File: config.mk
export PLATFORM = sky130hd
export DESIGN_NAME = mem_arbiter
export DESIGN_NICKNAME = d
export VERILOG_FILES = /design/src/rtl/mem_arb_pkg.sv /design/src/rtl/mem_arb_ibuf.sv /design/src/rtl/mem_arbiter.sv
export SDC_FILE = /design/constraint.sdc
export NUM_CORES = 1
export LEC_CHECK = 0
export ABC_AREA = 1
export CAP_MARGIN = 10
export CORE_MARGIN = 8
export CORE_UTILIZATION = 45
export DETAILED_ROUTE_END_ITERATION = 10
export GPL_TIMING_DRIVEN = 1
export MAX_ROUTING_LAYER = met4
export PLACE_DENSITY = 0.86
export SYNTH_ARGS = -nofsm -noshare
export SYNTH_HDL_FRONTEND = slang
export SYNTH_SLANG_ARGS = --single-unit
File: constraint.sdc
create_clock -name clk -period 4.3 [get_ports clk]
set_input_delay 0.43 -clock clk [delete_from_list [all_inputs] [get_ports clk]]
set_output_delay 0.43 -clock clk [all_outputs]
set_load 0.1 [all_outputs]
File: src/rtl/mem_arb_pkg.sv
// Shared types and sizing helpers for the instruction/data memory arbiter.
package mem_arb_pkg;

  localparam int unsigned AW_DEF  = 32;
  localparam int unsigned DW_DEF  = 32;
  localparam int unsigned TMO_DEF = 255;

  // Arbiter FSM states
  typedef enum logic [1:0] {
    ST_IDLE = 2'd0,
    ST_DATA = 2'd1,
    ST_INST = 2'd2
  } arb_state_e;

  // Width of the timeout counter, wide enough to hold TMO itself
  function automatic int unsigned tmo_cnt_w(input int unsigned tmo);
    return (tmo < 2) ? 1 : $clog2(tmo + 1);
  endfunction

endpackage

File: src/rtl/mem_arb_ibuf.sv
// One-entry instruction fetch buffer (address, data, valid).
// Only instantiated when MEM_ARB_IBUF_EN is defined.
module mem_arb_ibuf
  import mem_arb_pkg::*;
#(
  parameter int unsigned AW = AW_DEF,
  parameter int unsigned DW = DW_DEF
) (
  input  logic          clk,
  input  logic          rst,
  input  logic [AW-1:0] lookup_addr_i,
  input  logic          fill_i,
  input  logic [AW-1:0] fill_addr_i,
  input  logic [DW-1:0] fill_data_i,
  input  logic          inv_i,
  input  logic [AW-1:0] inv_addr_i,
  output logic          hit_c_o,
  output logic [DW-1:0] data_o
);

  logic          valid_q;
  logic [AW-1:0] addr_q;
  logic [DW-1:0] data_q;

  // Fill on a successful fetch; drop the entry when a write lands on its address
  always_ff @(posedge clk or negedge rst) begin
    if (!rst) begin
      valid_q <= 1'b0;
      addr_q  <= '0;
      data_q  <= '0;
    end else if (fill_i) begin
      valid_q <= 1'b1;
      addr_q  <= fill_addr_i;
      data_q  <= fill_data_i;
    end else if (inv_i && (inv_addr_i == addr_q)) begin
      valid_q <= 1'b0;
    end
  end

  assign hit_c_o = valid_q & (addr_q == lookup_addr_i);
  assign data_o  = data_q;

endmodule

File: src/rtl/mem_arbiter.sv
// Arbiter sharing one variable-latency memory between the CPU fetch and data
// ports. Data wins ties; a fetch pending at data completion follows with no gap.
// Optional one-entry fetch buffer enabled by defining MEM_ARB_IBUF_EN.
module mem_arbiter
  import mem_arb_pkg::*;
#(
  parameter int unsigned AW  = AW_DEF,
  parameter int unsigned DW  = DW_DEF,
  parameter int unsigned TMO = TMO_DEF
) (
  input  logic          clk,
  input  logic          rst,
  input  logic          if_req,
  input  logic [AW-1:0] if_addr,
  output logic [DW-1:0] if_data,
  output logic          if_valid,
  input  logic          d_rd,
  input  logic          d_wr,
  input  logic [AW-1:0] d_addr,
  input  logic [DW-1:0] d_wdata,
  output logic [DW-1:0] d_rdata,
  output logic          d_valid,
  output logic          err,
  output logic          stall,
  output logic          mem_req,
  output logic          mem_we,
  output logic [AW-1:0] mem_addr,
  output logic [DW-1:0] mem_wdata,
  input  logic          mem_ready,
  input  logic [DW-1:0] mem_rdata
);

  localparam int unsigned CW = tmo_cnt_w(TMO);

  localparam logic [1:0] IDLE = 2'(ST_IDLE);
  localparam logic [1:0] DATA = 2'(ST_DATA);
  localparam logic [1:0] INST = 2'(ST_INST);

  logic [1:0]    state_q,     state_d;
  logic [CW-1:0] cnt_q,       cnt_d;
  logic          mem_req_q,   mem_req_d;
  logic          mem_we_q,    mem_we_d;
  logic [AW-1:0] mem_addr_q,  mem_addr_d;
  logic [DW-1:0] mem_wdata_q, mem_wdata_d;
  logic [DW-1:0] if_data_q,   if_data_d;
  logic          if_valid_q,  if_valid_d;
  logic [DW-1:0] d_rdata_q,   d_rdata_d;
  logic          d_valid_q,   d_valid_d;
  logic          err_q,       err_d;

  logic          d_req_c;
  logic          i_req_c;
  logic          tmo_hit_c;
  logic          ib_hit_c;
  logic [DW-1:0] ib_data_c;

  // A requester is still holding its line during its own valid pulse; ignore it then
  assign d_req_c   = (d_rd | d_wr) & ~d_valid_q;
  assign i_req_c   = if_req & ~if_valid_q;
  assign tmo_hit_c = (cnt_q == CW'(TMO - 1));

`ifdef MEM_ARB_IBUF_EN
  logic ib_fill_c;
  logic ib_inv_c;

  assign ib_fill_c = (state_q == INST) & mem_ready;
  assign ib_inv_c  = (state_q == DATA) & mem_ready & mem_we_q;

  mem_arb_ibuf #(
    .AW (AW),
    .DW (DW)
  ) u_ibuf (
    .clk           (clk),
    .rst           (rst),
    .lookup_addr_i (if_addr),
    .fill_i        (ib_fill_c),
    .fill_addr_i   (mem_addr_q),
    .fill_data_i   (mem_rdata),
    .inv_i         (ib_inv_c),
    .inv_addr_i    (mem_addr_q),
    .hit_c_o       (ib_hit_c),
    .data_o        (ib_data_c)
  );
`else
  assign ib_hit_c  = 1'b0;
  assign ib_data_c = '0;
`endif

  // Next-state and registered-output logic
  always_comb begin
    state_d     = state_q;
    cnt_d       = cnt_q;
    mem_req_d   = mem_req_q;
    mem_we_d    = mem_we_q;
    mem_addr_d  = mem_addr_q;
    mem_wdata_d = mem_wdata_q;
    if_data_d   = if_data_q;
    d_rdata_d   = d_rdata_q;
    if_valid_d  = 1'b0;
    d_valid_d   = 1'b0;
    err_d       = 1'b0;

    case (state_q)
      IDLE: begin
        if (d_req_c) begin
          state_d     = DATA;
          cnt_d       = '0;
          mem_req_d   = 1'b1;
          mem_we_d    = d_wr;
          mem_addr_d  = d_addr;
          mem_wdata_d = d_wdata;
        end else if (i_req_c) begin
          if (ib_hit_c) begin
            if_valid_d = 1'b1;
            if_data_d  = ib_data_c;
          end else begin
            state_d    = INST;
            cnt_d      = '0;
            mem_req_d  = 1'b1;
            mem_we_d   = 1'b0;
            mem_addr_d = if_addr;
          end
        end
      end

      DATA: begin
        if (mem_ready) begin
          d_rdata_d = mem_rdata;
          d_valid_d = 1'b1;
          if (i_req_c) begin
            state_d    = INST;
            cnt_d      = '0;
            mem_we_d   = 1'b0;
            mem_addr_d = if_addr;
          end else begin
            state_d   = IDLE;
            mem_req_d = 1'b0;
            mem_we_d  = 1'b0;
          end
        end else if (tmo_hit_c) begin
          d_rdata_d = '0;
          d_valid_d = 1'b1;
          err_d     = 1'b1;
          state_d   = IDLE;
          mem_req_d = 1'b0;
          mem_we_d  = 1'b0;
        end else begin
          cnt_d = cnt_q + CW'(1);
        end
      end

      INST: begin
        if (mem_ready) begin
          if_data_d  = mem_rdata;
          if_valid_d = 1'b1;
          state_d    = IDLE;
          mem_req_d  = 1'b0;
        end else if (tmo_hit_c) begin
          if_data_d  = '0;
          if_valid_d = 1'b1;
          err_d      = 1'b1;
          state_d    = IDLE;
          mem_req_d  = 1'b0;
        end else begin
          cnt_d = cnt_q + CW'(1);
        end
      end

      default: begin
        state_d   = IDLE;
        mem_req_d = 1'b0;
        mem_we_d  = 1'b0;
      end
    endcase
  end

  // State and output registers; reset kills any in-flight access at once
  always_ff @(posedge clk or negedge rst) begin
    if (!rst) begin
      state_q     <= IDLE;
      cnt_q       <= '0;
      mem_req_q   <= 1'b0;
      mem_we_q    <= 1'b0;
      mem_addr_q  <= '0;
      mem_wdata_q <= '0;
      if_data_q   <= '0;
      if_valid_q  <= 1'b0;
      d_rdata_q   <= '0;
      d_valid_q   <= 1'b0;
      err_q       <= 1'b0;
    end else begin
      state_q     <= state_d;
      cnt_q       <= cnt_d;
      mem_req_q   <= mem_req_d;
      mem_we_q    <= mem_we_d;
      mem_addr_q  <= mem_addr_d;
      mem_wdata_q <= mem_wdata_d;
      if_data_q   <= if_data_d;
      if_valid_q  <= if_valid_d;
      d_rdata_q   <= d_rdata_d;
      d_valid_q   <= d_valid_d;
      err_q       <= err_d;
    end
  end

  assign mem_req   = mem_req_q;
  assign mem_we    = mem_we_q;
  assign mem_addr  = mem_addr_q;
  assign mem_wdata = mem_wdata_q;
  assign if_data   = if_data_q;
  assign if_valid  = if_valid_q;
  assign d_rdata   = d_rdata_q;
  assign d_valid   = d_valid_q;
  assign err       = err_q;
  assign stall     = (if_req & ~if_valid_q) | ((d_rd | d_wr) & ~d_valid_q);

endmodule
# Word-level counts from Yosys, hierarchy flattened
# Index checks and enable logic that the tools add are counted.
[totals] ff_bits=143 inputBits=134 word_cells=76
[classes] addsub=1 n_eq_ne=8 mux=37 bitwise=7 reduce_logical=12
[ops] cell="$mux W32" n=5
[ops] cell="$pmux W32 S2" n=1
[ops] cell="$mux W8" n=5
[ops] cell="$pmux W8 S3" n=1
[ops] cell="$mux W1" n=16
[ops] cell="$mux W2" n=6
[ops] cell="$reduce_and A2 Y1" n=6
[ops] cell="$ne A3 B3 Y1 const B" n=3
[ops] cell="$add A8 B1 Y8 const B" n=1
[ops] cell="$eq A8 B8 Y1 const B" n=1
[ops] cell="$pmux W1 S3" n=2
[ops] cell="$pmux W2 S3" n=1
[ops] cell="$ne A2 B2 Y1 const B" n=2
[ops] cell="$reduce_bool A2 Y1" n=2
[ops] cell="$not A1 Y1" n=3
[ops] cell="$reduce_and A3 Y1" n=1
[ops] cell="$reduce_bool A3 Y1" n=1
[ops] cell="$and A1 B1 Y1" n=2
[ops] cell="$eq A2 B1 Y1 const B" n=1
[ops] cell="$eq A2 B2 Y1 const B" n=1
[ops] cell="$logic_not A2 Y1" n=1
[ops] cell="$or A1 B1 Y1" n=2
[ops] cell="$reduce_or A2 Y1" n=1

# Longest topological paths before layout
[depth] depth_word=5 ltp_mapped=11 ltp_nobuf=11

# Worst setup path after synthesis
# OpenSTA, ideal clock, no wires.
[synth_path] path_kind="reg-to-output" start="reg if_valid_q, in the netlist if_valid" end="out stall" arrival_ps=2106 required_ps=3870 path_slack_ps=1764 stages_incl_launch_ff=5 path_cell_list="dfrtp_1 > nor2_2 > inv_2 > clkbuf_1 > nand2_1"
[synth_between] elab_chain_cells=3
[synth_lines] item="start: declaration" line="mem_arbiter.sv:46" source="logic if_valid_q, if_valid_d;"
[synth_lines] item="start signal: assignment" line="mem_arbiter.sv:199" source="if_valid_q <= if_valid_d;"
[synth_lines] item="$not A1 Y1" line="mem_arbiter.sv:215" source="assign stall = (if_req & ~if_valid_q) | ((d_rd | d_wr) & ~d_valid_q);"
[synth_lines] item="$and A1 B1 Y1" line="mem_arbiter.sv:215"
[synth_lines] item="$or A1 B1 Y1" line="mem_arbiter.sv:215"
[synth_lines] item="end: declaration" line="mem_arbiter.sv:24" source="output logic stall,"
# No other way between the ends.

# Worst setup path after layout
[layout_path] start="reg state_q[1]" end="reg cnt_q[7]"
[layout_between] elab_chain_cells=3 elab_cells_between_ends=7
[layout_lines] item="start: declaration" line="mem_arbiter.sv:39" source="logic [1:0] state_q, state_d;"
[layout_lines] item="start signal: assignment" line="mem_arbiter.sv:192" source="state_q <= state_d;"
[layout_lines] item="$eq A2 B2 Y1 (tied with other cells)" line="mem_arbiter.sv:103" source="case (state_q)"
[layout_lines] item="$ne A2 B2 Y1 (no line) or $reduce_bool A3 Y1 (tied branches)"
[layout_lines] item="$reduce_and A2 Y1 (no line)"
[layout_lines] item="end signal: assignment" line="mem_arbiter.sv:193" source="cnt_q <= cnt_d;"
[layout_lines] item="end: declaration" line="mem_arbiter.sv:40" source="logic [CW-1:0] cnt_q, cnt_d;"
# Parallel ways exist; a longest one is shown, timed or not.
# A chain may end at the register's enable or synchronous reset.

==> flow_summary.toml <==
[floorplanning]
start_util = 0.457
dieArea_um2 = 18800
rows = 44
die_h_um = 137
die_w_um = 137
core-area_um2 = 14400
ios = 268

[routing]
drtPass1Iterations = 5
drc = 0
wirelength_um = 20200
vias = 6172
postRouteAntennaNets = 0
drt_iter0_drc = 427
viasPerCell = 5.05
wire_per_inst_um = 16.6

[setup_path]
cp.arrival_ns = 2.78
startpoint_type = "flip-flop"
cp_data_required_time_ns = 4.59
path_class = "flip-flop to flip-flop"
critPathCaptureType = "flip-flop"
rrSetupSlack_ns = 1.81
critPathMaxFanout = 42

[clock_tree]
cts_buffer_depth = 2
clkTransAtPathRegs_ns = 0.07
cts_num_sinks = 143
clock_latency_ns = 0.41
cts_root_buf = "clkbuf_16"
numCtsBuffers = 17
post_cts_buffers = 0
post_cts_resized = 0
ctsHoldBuffers = 0
cts_tree = "built"
ctsHtreeMaxLevel = 4

[global_route]
grt_max_degree = 68
grt.total_usage = 0.218
grt_antenna_before_repair = 0
first_global_vias = 6198
gr-total-overflow = 0
grt_pass1_wl_um = 31600

[sta]
fin_skew_ns = 0.00880
hold_violations = 0
layout_min_cycle_time_ns = 2.49
rsz0062_at_grt = "no"
worstMarginPinSlew_ns = 1.04
setup_tns_ns = 0
setup-violations-final = 0
relSlewSlack = 0.304
period_share = 0.578
max_freq_mhz = 402
final_max_slew_viol_count = 0

[logic_synthesis]
yosysTopAreaCell = "dfrtp_1"
avgSynthCellArea_um2 = 8.56
post_synth_instance_area_um2 = 6590
synth_top_area_share = 0.543
syn-num-nets = 910
synthCells = 770
ys_ff_latch = 143
synthTopCellsByArea = "dfrtp_1 (54%), nand2_1 (14%), nand3_1 (8.4%), inv_1 (5.0%), mux2_1 (4.8%)"
ys_types = 24
ys_warn_count = 0
ys_seq_area_frac = 0.543

[cells_and_area]
fin_nets = 1166
fill_cells = 1147
synthToLayoutAreaGrowth_pct = 50.6
layout_commonest_cell = "clkdlybuf4s50_1"
drive_gt1_frac = 0.0568
diodes = 0
final_cell_mix = "clkdlybuf4s50_1 (265), nand2_1 (251), dfrtp_1 (143)"

[placement]
place_congestion = 0.851
io_buffers = 267
dp.final_hpwl_um = 14600

[job]
drv_cap = 0

[status]
run_status = "finished clean"

[min_path]
hold_class = "input pin to asynchronous set/reset pin"
-- through the flow --
stage               hold slack, ns  instances  setup WS, ns   util  cell area (um^2)
global placement             0.458       1191          1.77  0.648              9350
detailed placement           0.458       1191          1.68  0.648              9350
floorplan                    0.134        770          1.76      -              6590
finish                     0.00587       1223          1.81  0.689              9930
CTS                         0.0213       1223          1.82  0.689              9930
global route                0.0413       1223          1.61  0.689              9930
-- state kept, by name, summed over array words and instances, names as in the netlist --
register   flops
cnt_q          8
d_rdata       32
d_valid        1
err            1
if_data       32
if_valid       1
mem_addr      32
mem_req        1
mem_wdata     32
mem_we         1
state_q        2
-- Yosys cell counts --
cell      number
a21oi_1        3
a21oi_4        1
buf_2         20
buf_6          6
clkbuf_1      12
dfrtp_1      143
ha_1           6
inv_1         87
inv_2          4
mux2_1        28
mux2_2         4
nand2_1      252
nand2_2        2
nand2_4        2
nand3_1      111
nand3_2        1
nand4_1        5
nor2_1         8
nor2_2         2
nor2_4         1
nor3_1         1
o21ai_0        8
o21ai_1       62
o21bai_1       1
-- worst max-delay path, cell delays in order (launching register included) --
cell     delay (ns)
dfrtp_1        0.40
inv_1          0.10
ha_1           0.30
nand2_2        0.43
buf_4          0.53
nand2_1        0.09
nand3_1        0.12
nand2_1        0.20
nand2_1        0.12
nand3_1        0.06
-- kinds of logic (layout without fill, tap and decap cells) --
family | count (synthesis) | count (layout) | share of synthesized area
flops | 143 | 143 | 0.543
mux | 32 | 32 | 0.0546
compound gates | 75 | 75 | 0.0590
fa+ha+maj | 6 | 6 | 0.0114
simple gates | 385 | 385 | 0.248
buf+inv | 129 | 398 | 0.0841
-- layout make-up --
class | count | area (um^2) | area share
Sequential cell | 143 | 3580 | 0.360
Multi-Input combinational cell | 498 | 2460 | 0.248
Tap cell | 184 | 230 | 0.0232
Clock buffer | 18 | 429 | 0.0432
Clock inverter | 14 | 158 | 0.0159
Inverter | 91 | 342 | 0.0344
Timing Repair Buffer | 275 | 2730 | 0.275
-- per-layer routing --
layer  vias to the layer above  global-route usage  share of wire
li1                       2967                   -              -
met4                         0              0.0821          0.017
met1                      2977               0.257           0.41
met3                        24              0.0503          0.066
met5                         -                   -              0
met2                       204               0.358           0.51
-- final timing paths --
| kind | start | to | cells after the start |
|---|---|---|---|
| max | state_q[1] | cnt_q[7] | 9 |
| min | rst | mem_addr[12] | 1 |
| max reg2reg | state_q[1] | cnt_q[7] | 9 |
| min reg2reg | mem_req | mem_req | 2 |
| max in group asynchronous | rst | cnt_q[1] | 2 |
| min in group clk | mem_req | mem_req | 2 |
Power is not shown: default switching activity piles up to over one toggle a cycle in this logic, so the estimate is an artifact.
